[config.mk]
export PLATFORM = sky130hd
export DESIGN_NAME = mem_port_arbiter_flat
export DESIGN_NICKNAME = d
export VERILOG_FILES = /design/src/rtl/mem_arb_pkg.sv /design/src/rtl/mem_port_arbiter_if.sv /design/src/rtl/mem_arb_rr.sv /design/src/rtl/mem_port_arbiter.sv /design/src/flat_wrapper.sv
export SDC_FILE = /design/constraint.sdc
export NUM_CORES = 1
export LEC_CHECK = 0
export ABC_AREA = 1
export BUFFER_PORTS_ARGS = -buffer_cell sky130_fd_sc_hd__buf_2
export CORE_MARGIN = 3
export CORE_UTILIZATION = 45
export CTS_CLUSTER_SIZE = 30
export DETAILED_ROUTE_END_ITERATION = 12
export PLACE_DENSITY = 0.88
export SETUP_SLACK_MARGIN = 0.3
export SLEW_MARGIN = 15
export SYNTH_ARGS = -nofsm -noshare
export SYNTH_HDL_FRONTEND = slang
export SYNTH_HIERARCHICAL = 1
export SYNTH_SLANG_ARGS = --single-unit
export TNS_END_PERCENT = 50
[constraint.sdc]
create_clock -name clk -period 2.05 [get_ports clk]
set_input_delay 0.1025 -clock clk [delete_from_list [all_inputs] [get_ports clk]]
set_output_delay 0.1025 -clock clk [all_outputs]
set_load 0.01 [all_outputs]
[src/rtl/mem_arb_pkg.sv]
// Shared types and constants for the block-RAM data-port arbiter.
package mem_arb_pkg;

   localparam logic [1:0] IDLE  = 2'd0;
   localparam logic [1:0] LOCK0 = 2'd1;
   localparam logic [1:0] LOCK1 = 2'd2;

   typedef enum logic [1:0] {
      ST_IDLE  = IDLE,
      ST_LOCK0 = LOCK0,
      ST_LOCK1 = LOCK1
   } arb_state_t;

   localparam logic REQ_CPU = 1'b0;
   localparam logic REQ_IO  = 1'b1;

   localparam int DEF_WIDTH         = 16;
   localparam int DEF_RAM_ADDR_BITS = 16;

   // Requester id that owns the lock in a LOCK state.
   function automatic logic lock_owner(arb_state_t s);
      return (s == ST_LOCK1) ? REQ_IO : REQ_CPU;
   endfunction

endpackage

[src/rtl/mem_port_arbiter_if.sv]
// Requester handshakes plus RAM data-port bus of the arbiter.
interface mem_port_arbiter_if import mem_arb_pkg::*; #(
   parameter int WIDTH         = DEF_WIDTH,
   parameter int RAM_ADDR_BITS = DEF_RAM_ADDR_BITS
) ();
   logic                     req0, req1;
   logic                     we0, we1;
   logic                     lock0, lock1;
   logic [RAM_ADDR_BITS-1:0] adr0, adr1;
   logic [WIDTH-1:0]         wdata0, wdata1;
   logic                     ack0, ack1;
   logic                     rvalid0, rvalid1;
   logic [WIDTH-1:0]         rdata;
   logic                     mem_en, mem_write, mem_read;
   logic [RAM_ADDR_BITS-1:0] mem_adr;
   logic [WIDTH-1:0]         mem_wdata;
   logic [WIDTH-1:0]         mem_rdata;
   logic                     lock_err;

   modport master (
      output req0, req1, we0, we1, lock0, lock1, adr0, adr1, wdata0, wdata1, mem_rdata,
      input  ack0, ack1, rvalid0, rvalid1, rdata, mem_en, mem_write, mem_read,
             mem_adr, mem_wdata, lock_err
   );

   modport slave (
      input  req0, req1, we0, we1, lock0, lock1, adr0, adr1, wdata0, wdata1, mem_rdata,
      output ack0, ack1, rvalid0, rvalid1, rdata, mem_en, mem_write, mem_read,
             mem_adr, mem_wdata, lock_err
   );
endinterface

[src/rtl/mem_arb_rr.sv]
// Two-way grant logic with last-winner pointer.
// MEM_PORT_ARB_FIXED_PRIO_EN: requester 0 always wins in IDLE; pointer removed.
module mem_arb_rr import mem_arb_pkg::*; (
   input  logic       clk,
   input  logic       reset_n,
   input  logic       req0,
   input  logic       req1,
   input  arb_state_t state,
   input  logic       upd,
   input  logic       upd_id,
   output logic       ack0,
   output logic       ack1
);
   logic prefer1;

`ifdef MEM_PORT_ARB_FIXED_PRIO_EN
   logic unused_rr;
   assign prefer1   = 1'b0;
   assign unused_rr = ^{clk, reset_n, upd, upd_id};
`else
   logic last_reg;

   // Reset to REQ_IO so the CPU wins the first contested cycle.
   always_ff @(posedge clk or negedge reset_n) begin
      if (!reset_n)
         last_reg <= REQ_IO;
      else if (upd)
         last_reg <= upd_id;
   end

   assign prefer1 = (last_reg == REQ_CPU);
`endif

   always_comb begin
      ack0 = 1'b0;
      ack1 = 1'b0;
      case (state)
         ST_LOCK0: ack0 = req0;
         ST_LOCK1: ack1 = req1;
         default: begin
            if (req0 && req1) begin
               ack0 = !prefer1;
               ack1 = prefer1;
            end else begin
               ack0 = req0;
               ack1 = req1;
            end
         end
      endcase
   end

endmodule

[src/rtl/mem_port_arbiter.sv]
// Shares the block-RAM data port between CPU (0) and game I/O (1): arbitration,
// lock with timeout, registered issue, read-source tracking. Macro: MEM_PORT_ARB_FIXED_PRIO_EN.
module mem_port_arbiter import mem_arb_pkg::*; #(
   parameter int WIDTH         = DEF_WIDTH,
   parameter int RAM_ADDR_BITS = DEF_RAM_ADDR_BITS,
   parameter int MAX_LOCK      = 16
) (
   input logic               clk,
   input logic               reset_n,
   mem_port_arbiter_if.slave bus
);
   // The counter starts at 0 on entry, so MAX_LOCK-2 is the last cycle a lock may live.
   localparam logic [7:0] TIMEOUT_CNT = 8'(MAX_LOCK - 2);

   arb_state_t               state_reg, state_next;
   logic [7:0]               cnt_reg, cnt_next;
   logic                     lock_err_reg, lock_err_next;
   logic                     ack0, ack1;
   logic                     xfer, win, owner, upd, upd_id;
   logic                     sel_we, sel_lock;
   logic [RAM_ADDR_BITS-1:0] sel_adr;
   logic [WIDTH-1:0]         sel_wdata;
   logic                     mem_en_reg, mem_write_reg, mem_read_reg;
   logic [RAM_ADDR_BITS-1:0] mem_adr_reg;
   logic [WIDTH-1:0]         mem_wdata_reg;
   logic                     rd_v1_reg, rd_id1_reg, rd_v2_reg, rd_id2_reg;

   mem_arb_rr u_rr (
      .clk     (clk),
      .reset_n (reset_n),
      .req0    (bus.req0),
      .req1    (bus.req1),
      .state   (state_reg),
      .upd     (upd),
      .upd_id  (upd_id),
      .ack0    (ack0),
      .ack1    (ack1)
   );

   assign xfer      = (bus.req0 & ack0) | (bus.req1 & ack1);
   assign win       = bus.req1 & ack1;
   assign owner     = lock_owner(state_reg);
   assign sel_we    = win ? bus.we1    : bus.we0;
   assign sel_lock  = win ? bus.lock1  : bus.lock0;
   assign sel_adr   = win ? bus.adr1   : bus.adr0;
   assign sel_wdata = win ? bus.wdata1 : bus.wdata0;

   always_comb begin
      state_next    = state_reg;
      cnt_next      = cnt_reg;
      lock_err_next = lock_err_reg;
      upd           = xfer;
      upd_id        = win;
      case (state_reg)
         ST_IDLE: begin
            if (xfer && sel_lock) begin
               state_next = win ? ST_LOCK1 : ST_LOCK0;
               cnt_next   = 8'd0;
            end
         end
         ST_LOCK0, ST_LOCK1: begin
            cnt_next = cnt_reg + 8'd1;
            if (xfer && !sel_lock) begin
               state_next = ST_IDLE;
            end else if (cnt_reg == TIMEOUT_CNT) begin
               // Forced release; a locked transfer in this cycle still goes out.
               state_next    = ST_IDLE;
               lock_err_next = 1'b1;
               upd           = 1'b1;
               upd_id        = owner;
            end
         end
         default: state_next = ST_IDLE;
      endcase
   end

   always_ff @(posedge clk or negedge reset_n) begin
      if (!reset_n) begin
         state_reg    <= ST_IDLE;
         cnt_reg      <= 8'd0;
         lock_err_reg <= 1'b0;
      end else begin
         state_reg    <= state_next;
         cnt_reg      <= cnt_next;
         lock_err_reg <= lock_err_next;
      end
   end

   always_ff @(posedge clk or negedge reset_n) begin
      if (!reset_n) begin
         mem_en_reg    <= 1'b0;
         mem_write_reg <= 1'b0;
         mem_read_reg  <= 1'b0;
         mem_adr_reg   <= '0;
         mem_wdata_reg <= '0;
      end else begin
         mem_en_reg    <= xfer;
         mem_write_reg <= xfer & sel_we;
         mem_read_reg  <= xfer & ~sel_we;
         if (xfer) begin
            mem_adr_reg   <= sel_adr;
            mem_wdata_reg <= sel_wdata;
         end
      end
   end

   // Read-source pipeline: stage 2 lines up with the RAM's registered read data.
   always_ff @(posedge clk or negedge reset_n) begin
      if (!reset_n) begin
         rd_v1_reg  <= 1'b0;
         rd_id1_reg <= REQ_CPU;
         rd_v2_reg  <= 1'b0;
         rd_id2_reg <= REQ_CPU;
      end else begin
         rd_v1_reg  <= xfer & ~sel_we;
         rd_id1_reg <= win;
         rd_v2_reg  <= rd_v1_reg;
         rd_id2_reg <= rd_id1_reg;
      end
   end

   assign bus.ack0      = ack0;
   assign bus.ack1      = ack1;
   assign bus.rvalid0   = rd_v2_reg & (rd_id2_reg == REQ_CPU);
   assign bus.rvalid1   = rd_v2_reg & (rd_id2_reg == REQ_IO);
   assign bus.rdata     = bus.mem_rdata;
   assign bus.mem_en    = mem_en_reg;
   assign bus.mem_write = mem_write_reg;
   assign bus.mem_read  = mem_read_reg;
   assign bus.mem_adr   = mem_adr_reg;
   assign bus.mem_wdata = mem_wdata_reg;
   assign bus.lock_err  = lock_err_reg;

endmodule

[src/flat_wrapper.sv]
// flat-port wrapper written by rule: the top's interface ports become plain ports
module mem_port_arbiter_flat import mem_arb_pkg::*;
#(
   parameter int WIDTH         = DEF_WIDTH,
   parameter int RAM_ADDR_BITS = DEF_RAM_ADDR_BITS,
   parameter int MAX_LOCK      = 16
)
  (clk, reset_n, bus_req0, bus_req1, bus_we0, bus_we1, bus_lock0, bus_lock1, bus_adr0, bus_adr1, bus_wdata0, bus_wdata1, bus_mem_rdata, bus_ack0, bus_ack1, bus_rvalid0, bus_rvalid1, bus_rdata, bus_mem_en, bus_mem_write, bus_mem_read, bus_mem_adr, bus_mem_wdata, bus_lock_err);
  mem_port_arbiter_if #(.WIDTH(WIDTH), .RAM_ADDR_BITS(RAM_ADDR_BITS)) bus_i ();
  input logic clk;
  input logic reset_n;
  input wire logic [$bits(bus_i.req0)-1:0] bus_req0;
  input wire logic [$bits(bus_i.req1)-1:0] bus_req1;
  input wire logic [$bits(bus_i.we0)-1:0] bus_we0;
  input wire logic [$bits(bus_i.we1)-1:0] bus_we1;
  input wire logic [$bits(bus_i.lock0)-1:0] bus_lock0;
  input wire logic [$bits(bus_i.lock1)-1:0] bus_lock1;
  input wire logic [$bits(bus_i.adr0)-1:0] bus_adr0;
  input wire logic [$bits(bus_i.adr1)-1:0] bus_adr1;
  input wire logic [$bits(bus_i.wdata0)-1:0] bus_wdata0;
  input wire logic [$bits(bus_i.wdata1)-1:0] bus_wdata1;
  input wire logic [$bits(bus_i.mem_rdata)-1:0] bus_mem_rdata;
  output wire logic [$bits(bus_i.ack0)-1:0] bus_ack0;
  output wire logic [$bits(bus_i.ack1)-1:0] bus_ack1;
  output wire logic [$bits(bus_i.rvalid0)-1:0] bus_rvalid0;
  output wire logic [$bits(bus_i.rvalid1)-1:0] bus_rvalid1;
  output wire logic [$bits(bus_i.rdata)-1:0] bus_rdata;
  output wire logic [$bits(bus_i.mem_en)-1:0] bus_mem_en;
  output wire logic [$bits(bus_i.mem_write)-1:0] bus_mem_write;
  output wire logic [$bits(bus_i.mem_read)-1:0] bus_mem_read;
  output wire logic [$bits(bus_i.mem_adr)-1:0] bus_mem_adr;
  output wire logic [$bits(bus_i.mem_wdata)-1:0] bus_mem_wdata;
  output wire logic [$bits(bus_i.lock_err)-1:0] bus_lock_err;
  assign bus_i.req0 = bus_req0;
  assign bus_i.req1 = bus_req1;
  assign bus_i.we0 = bus_we0;
  assign bus_i.we1 = bus_we1;
  assign bus_i.lock0 = bus_lock0;
  assign bus_i.lock1 = bus_lock1;
  assign bus_i.adr0 = bus_adr0;
  assign bus_i.adr1 = bus_adr1;
  assign bus_i.wdata0 = bus_wdata0;
  assign bus_i.wdata1 = bus_wdata1;
  assign bus_i.mem_rdata = bus_mem_rdata;
  assign bus_ack0 = bus_i.ack0;
  assign bus_ack1 = bus_i.ack1;
  assign bus_rvalid0 = bus_i.rvalid0;
  assign bus_rvalid1 = bus_i.rvalid1;
  assign bus_rdata = bus_i.rdata;
  assign bus_mem_en = bus_i.mem_en;
  assign bus_mem_write = bus_i.mem_write;
  assign bus_mem_read = bus_i.mem_read;
  assign bus_mem_adr = bus_i.mem_adr;
  assign bus_mem_wdata = bus_i.mem_wdata;
  assign bus_lock_err = bus_i.lock_err;
  mem_port_arbiter #(.WIDTH(WIDTH), .RAM_ADDR_BITS(RAM_ADDR_BITS), .MAX_LOCK(MAX_LOCK)) u_core (.clk(clk), .reset_n(reset_n), .bus(bus_i));
endmodule
# Word-level counts from Yosys, hierarchy flattened
# Cells that the tools add are included.
# word_totals
input_bits,88
regBits,50
word_cells,61
# op_classes
addsub,1
n_eq_ne,5
mux,22
reduce_logical,10
bitwise_logic,11
# ops
op,n
$mux 16,2
$pmux 8 s2,1
$mux 1,11
$add 8x1->8 const B,1
$eq 8x4->1 const B,1
$mux 2,4
$mux 8,1
$and 1x1->1,6
$not 1->1,4
$pmux 1 s2,2
$pmux 2 s2,1
$reduce_and 2->1,2
$logic_and 1x1->1,3
$ne 3x1->1 const B,1
$reduce_and 3->1,1
$eq 2x1->1 const B,1
$eq 2x2->1 const B,1
$logic_not 2->1,1
$ne 2x1->1 const B,1
$reduce_bool 2->1,1
$reduce_or 2->1,1
$logic_not 1->1,1
$or 1x1->1,1

# Longest topological paths before layout
# logic_depth
depth_word,9
ltp_mapped,14
depth_no_buf,14

# Hierarchy
# Netlist, hierarchy kept.
# by_module_without_submodules
module,cells_per_inst,seq_area_each_um2,area_per_inst_um2,instances
mem_port_arbiter,312,1226.2,2492.4,1
mem_arb_rr,17,26.3,107.6,1

# Worst setup path before layout
# No wires, ideal clock.
# synth_timing
path_type,reg2reg
startpoint,register u_core.state_reg[0]
endpoint,register u_core.u_rr.last_reg
path_stages_with_launch,13
required_ns,1.971
arrival_time_ns,1.860
path_slack_ns,0.111
path_buffers,1
setup_ns,0.079
cell_sequence,dfrtp_1 -> inv_1 -> ha_1 -> nand2_1 -> nor2_1 -> nor2_1 -> nand2_4 -> nand2_4 -> inv_2 -> buf_2 -> o21ai_0 -> nand2_1 -> o21ai_0
# synth_between
elab_chain_cells,8
word_cells_on_any_way,18
# synth_rtl
element,line_no,text
start: declaration,mem_port_arbiter.sv:15,"arb_state_t state_reg, state_next;"
start signal: assignment,mem_port_arbiter.sv:83,state_reg <= state_next;
$eq 2x2->1 / $eq 2x1->1 (equally long branches),mem_arb_rr.sv:37,case (state)
$pmux 1 s2 (*),mem_arb_rr.sv:37,
named net bus_ack1,flat_wrapper.sv:24,output wire logic [$bits(bus_i.ack1)-1:0] bus_ack1;
$and 1x1->1 (*),"mem_port_arbiter.sv:40, mem_port_arbiter.sv:41",
$mux 1,mem_port_arbiter.sv:44,assign sel_lock = win ? bus.lock1 : bus.lock0;
$logic_not 1->1,mem_port_arbiter.sv:63,if (xfer && !sel_lock) begin
$logic_and 1x1->1,mem_port_arbiter.sv:63,
$mux 1,mem_port_arbiter.sv:63,
$mux 1 (*),mem_port_arbiter.sv:54,case (state_reg)
named net u_core.upd,mem_port_arbiter.sv:19,"logic xfer, win, owner, upd, upd_id;"
end signal: assignment,mem_arb_rr.sv:28,last_reg <= upd_id;
end: declaration,mem_arb_rr.sv:21,logic last_reg;
# The timed path passes the listed nets; every way through them passes the cells marked *.
# A chain may end at the register's enable or synchronous reset.

# Worst setup path after layout
# layout_timing
startpoint,register u_core.state_reg[1]
endpoint,register u_core.cnt_reg[1]
# layout_between
elab_chain_cells,7
word_cells_on_any_way,15
# layout_rtl
element,line_no,text
$eq 2x2->1 / $eq 2x1->1 (equally long branches),"mem_arb_rr.sv:37, mem_port_arbiter.sv:54",
$pmux 1 s2,mem_arb_rr.sv:37,
$and 1x1->1 (on tied branches),"mem_port_arbiter.sv:40, mem_port_arbiter.sv:41",
$or 1x1->1 / $mux 1 (equally long branches),"mem_port_arbiter.sv:40, mem_port_arbiter.sv:44",
$logic_and 1x1->1,mem_port_arbiter.sv:56,if (xfer && sel_lock) begin
$ne 2x1->1 (no line),n/a,
$reduce_and 2->1 (no line),n/a,
end signal: assignment,mem_port_arbiter.sv:84,cnt_reg <= cnt_next;
end: declaration,mem_port_arbiter.sv:16,"logic [7:0] cnt_reg, cnt_next;"
# Several ways; a longest one is shown, not always the timed one.

==> metrics.yaml <==
outcome: "finished, final reports clean"
synth_seq_cells: 50
fin_area_um2: 3503
globalplace.congestion: 0.8508
slowest_delay_ns: 0.42
irDropWorstVdd_mv: 0.8070
powerDensity_nw_per_um2: 1518
grtUsageTotal: 0.2105
syn-num-nets: 423
overflow: 0
synth.avg_cell_area_um2: 7.903
preCtsSetupSlack_ns: 0.01576
relSlewSlack: 0.7104
worstPathArrival_ns: 1.97
cts_buffers: 5
die_height_um: 82.01
dieWidth_um: 82.01
slew_viol_final: 0
synth_cell_type_count: 19
crit_chain: "ha_4, nand2_4, nor2_4, nor2_4, nand2_4, nand2_4, nand2_4, nand3_4, buf_6, nand3_1, o21ai_1"
critical_path.slowest_cell: "dfrtp_1"
nNetsFinal: 528
insertedDiodeCount: 0
tritoncts: "built"
max_freq_mhz: 564.2
cts.sinks: 50
synth_xor_area_frac: 0.003369
wl_per_cell_um: 14.65
port-buffer-count: 111
via_per_inst: 5.189
synthAdderAreaFrac: 0.02887
grt_antenna_before_repair: 0
period_share: 0.8645
clockPowerShare: 0.116
setup_viol: 0
p_leak_nw: 1.815
drt_iter0_drc: 207
worst_skew_pair.late_latency_ns: 0.30
synth_area_um2: 2600
yosysWarnings: 6
p_sw_w: 0.002400
synth_compound_area_frac: 0.1424
skew_ns: 0.008007
grt_pass1_vias: 2415
tightest_slew_ns: 0.4344
start_util: 0.4693
period_minus_slack_ns: 1.772
synthTopCellsByArea: "dfrtp_1, nand2_1, o21ai_0"
hold_violations: 0
clockBufferDepth: 2
synth.top_cell.area_share: 0.4716
rows: 27
area_delta_synth_final_pct: 34.74
drv_cap: 0
grt_pass1_wl_um: 10940
critical_path.max_fanout: 6
yosysSeqAreaShare: 0.4817
yosys.area.top_type: "dfrtp_1"
fill_cells: 453
synth_top_family_by_area: "simple AND/OR/NAND/NOR gates"
clock-root-buffer: "clkbuf_8"
htreeDepth: 2
vias: 2631
dr.pass1.iters: 5
drive_gt1_frac: 0.3793
hpwl_um: 5021
critPathKind: "flop to flop"
grt_max_degree: 35
fin_ws_ns: 0.2777
coreArea_um2: 5540
die_area_um2: 6726
intPower_w: 0.002918
p_total_w: 0.005318
synthCells: 329
detail-route-antenna-nets: 0
dpl-instance-area_um2: 3162
pwr-share-comb: 0.576
finalSetupTns_ns: 0
endpoint_kind: "flop"
critPathLaunchType: "flop"
min_path_type: "input pin to flop"
drc: 0
synth_mux_area_frac: 0
crit_top_cell: "nand2_4"
seqPwrFrac: 0.308
required_ns: 2.24
num_io_pins: 144
clk_pin_slew_worst_paths_ns: 0.10
totalWireLength_um: 7430
rsz0062_at_grt: "true"
switching_share: 0.4513
yosys.area_share.simple: 0.2440
## through the flow
| step | cells | utilization | hold slack (ns) |
|---|---|---|---|
| floorplan | 329 | - | -0.1931 |
| global placement | 490 | 0.5707 | 0.03793 |
| global route | 507 | 0.6323 | 0.05072 |
| CTS | 503 | 0.6034 | 0.03181 |
| detailed placement | 490 | 0.5707 | 0.04792 |
| finish | 507 | 0.6323 | 0.04154 |
## logic make-up after synthesis
logic type / count (synthesis)
simple gates: 150
compound gates: 74
flops: 50
buf+inv: 48
fa+ha+maj: 6
xor+xnor: 1
## cell usage in the layout, fill, tap and decap left out
cell	Yosys	routed
buf_2	6	111
nand2_1	78	69
dfrtp_1	49	49
nor2_1	46	44
o21ai_0	50	38
o21ai_1	23	30
inv_1	18	16
nand3_1	18	15
nand2_4	3	7
buf_4	19	7
clkbuf_8	0	6
nand2_2	2	5
o21ai_2	0	5
ha_1	6	4
inv_2	2	3
buf_12	0	3
clkinv_4	0	2
clkbuf_16	0	2
nand2_8	0	2
nand3_2	0	2
nand3_4	1	2
nor3b_1	2	2
buf_6	0	2
nor2_4	0	2
dlygate4sd3_1	0	1
inv_6	0	1
a21oi_1	1	1
xor2_1	1	1
ha_2	0	1
ha_4	0	1
dfstp_2	1	1
## worst paths after layout
check	endpoint	start	depth (start not counted)	slack, ns
min in group asynchronous	u_core/bus.mem_adr[9]$_DFFE_PN0P_	reset_n	2	0.25
max in group asynchronous	u_core/u_rr/last_reg$_DFFE_PN1P_	reset_n	3	1.01
max	u_core/cnt_reg[1]$_DFFE_PN0P_	u_core/state_reg[1]$_DFFE_PN0P_	11	0.28
min reg2reg	u_core/rd_id2_reg$_DFF_PN0_	u_core/rd_id1_reg$_DFF_PN0_	0	0.36
min	u_core/bus.mem_wdata[9]$_DFFE_PN0P_	bus_wdata0[9]	3	0.04
max reg2reg	u_core/cnt_reg[1]$_DFFE_PN0P_	u_core/state_reg[1]$_DFFE_PN0P_	11	0.28
## cell usage after synthesis
master and count:
a21oi_1 1, buf_2 6, buf_4 19, clkbuf_1 3, dfrtp_1 49, dfstp_2 1
ha_1 6, inv_1 18, inv_2 2, nand2_1 78, nand2_2 2, nand2_4 3
nand3_1 18, nand3_4 1, nor2_1 46, nor3b_1 2, o21ai_0 50, o21ai_1 23
xor2_1 1
## power groups by stage
| stage | logic [W] | registers, W | clock network (W) |
|---|---|---|---|
| 2_1_floorplan | 0.00151 | 0.00180 | 0 |
| 3_3_place_gp | 0.00240 | 0.00164 | 0 |
| 3_5_place_dp | 0.00249 | 0.00165 | 0 |
| 4_1_cts | 0.00264 | 0.00163 | 0.000638 |
| 5_1_grt | 0.00335 | 0.00168 | 0.000672 |
| 6_report | 0.00306 | 0.00164 | 0.000619 |
## per-layer routing
layer	vias to the layer above	wire length (um)	global-route usage
li1	1258	-	-
met1	1238	2828	0.2470
met2	112	3883	0.3805
met3	23	512	0.03947
met4	0	206	0.07475
met5	-	0	0
## final cells by class
| type | instances | area [um2] | area share |
|---|---|---|---|
| clock buffers | 6 | 82.58 | 0.02357 |
| clock inverters | 2 | 17.52 | 0.005000 |
| inverters | 20 | 80.08 | 0.02286 |
| multi-input cells | 231 | 1230 | 0.3511 |
| flip-flops and latches | 50 | 1252 | 0.3575 |
| well taps | 72 | 90.09 | 0.02571 |
| repair buffers | 126 | 750.7 | 0.2143 |
## worst max-delay path: cells and delay by family (launching register included)
kind                       cells  cell delay (ns)
and+or+nand+nor                8             0.71
DFF                            1             0.42
buffers and inverters          1             0.16
AOI/OAI and AO/OA              1             0.07
adders and majority gates      1             0.30
## repair_timing
action / CTS / global route
endpoints found under the setup margin: 45 / 45
hold buffers: 1 / 0
setup buffers: 4 / 2
pin swaps: 6 / 14
gates cloned: 0 / 2
hold endpoints to repair: 16 / 0
gates resized for setup: 13 / 29
(Power assumes the default switching activity.)
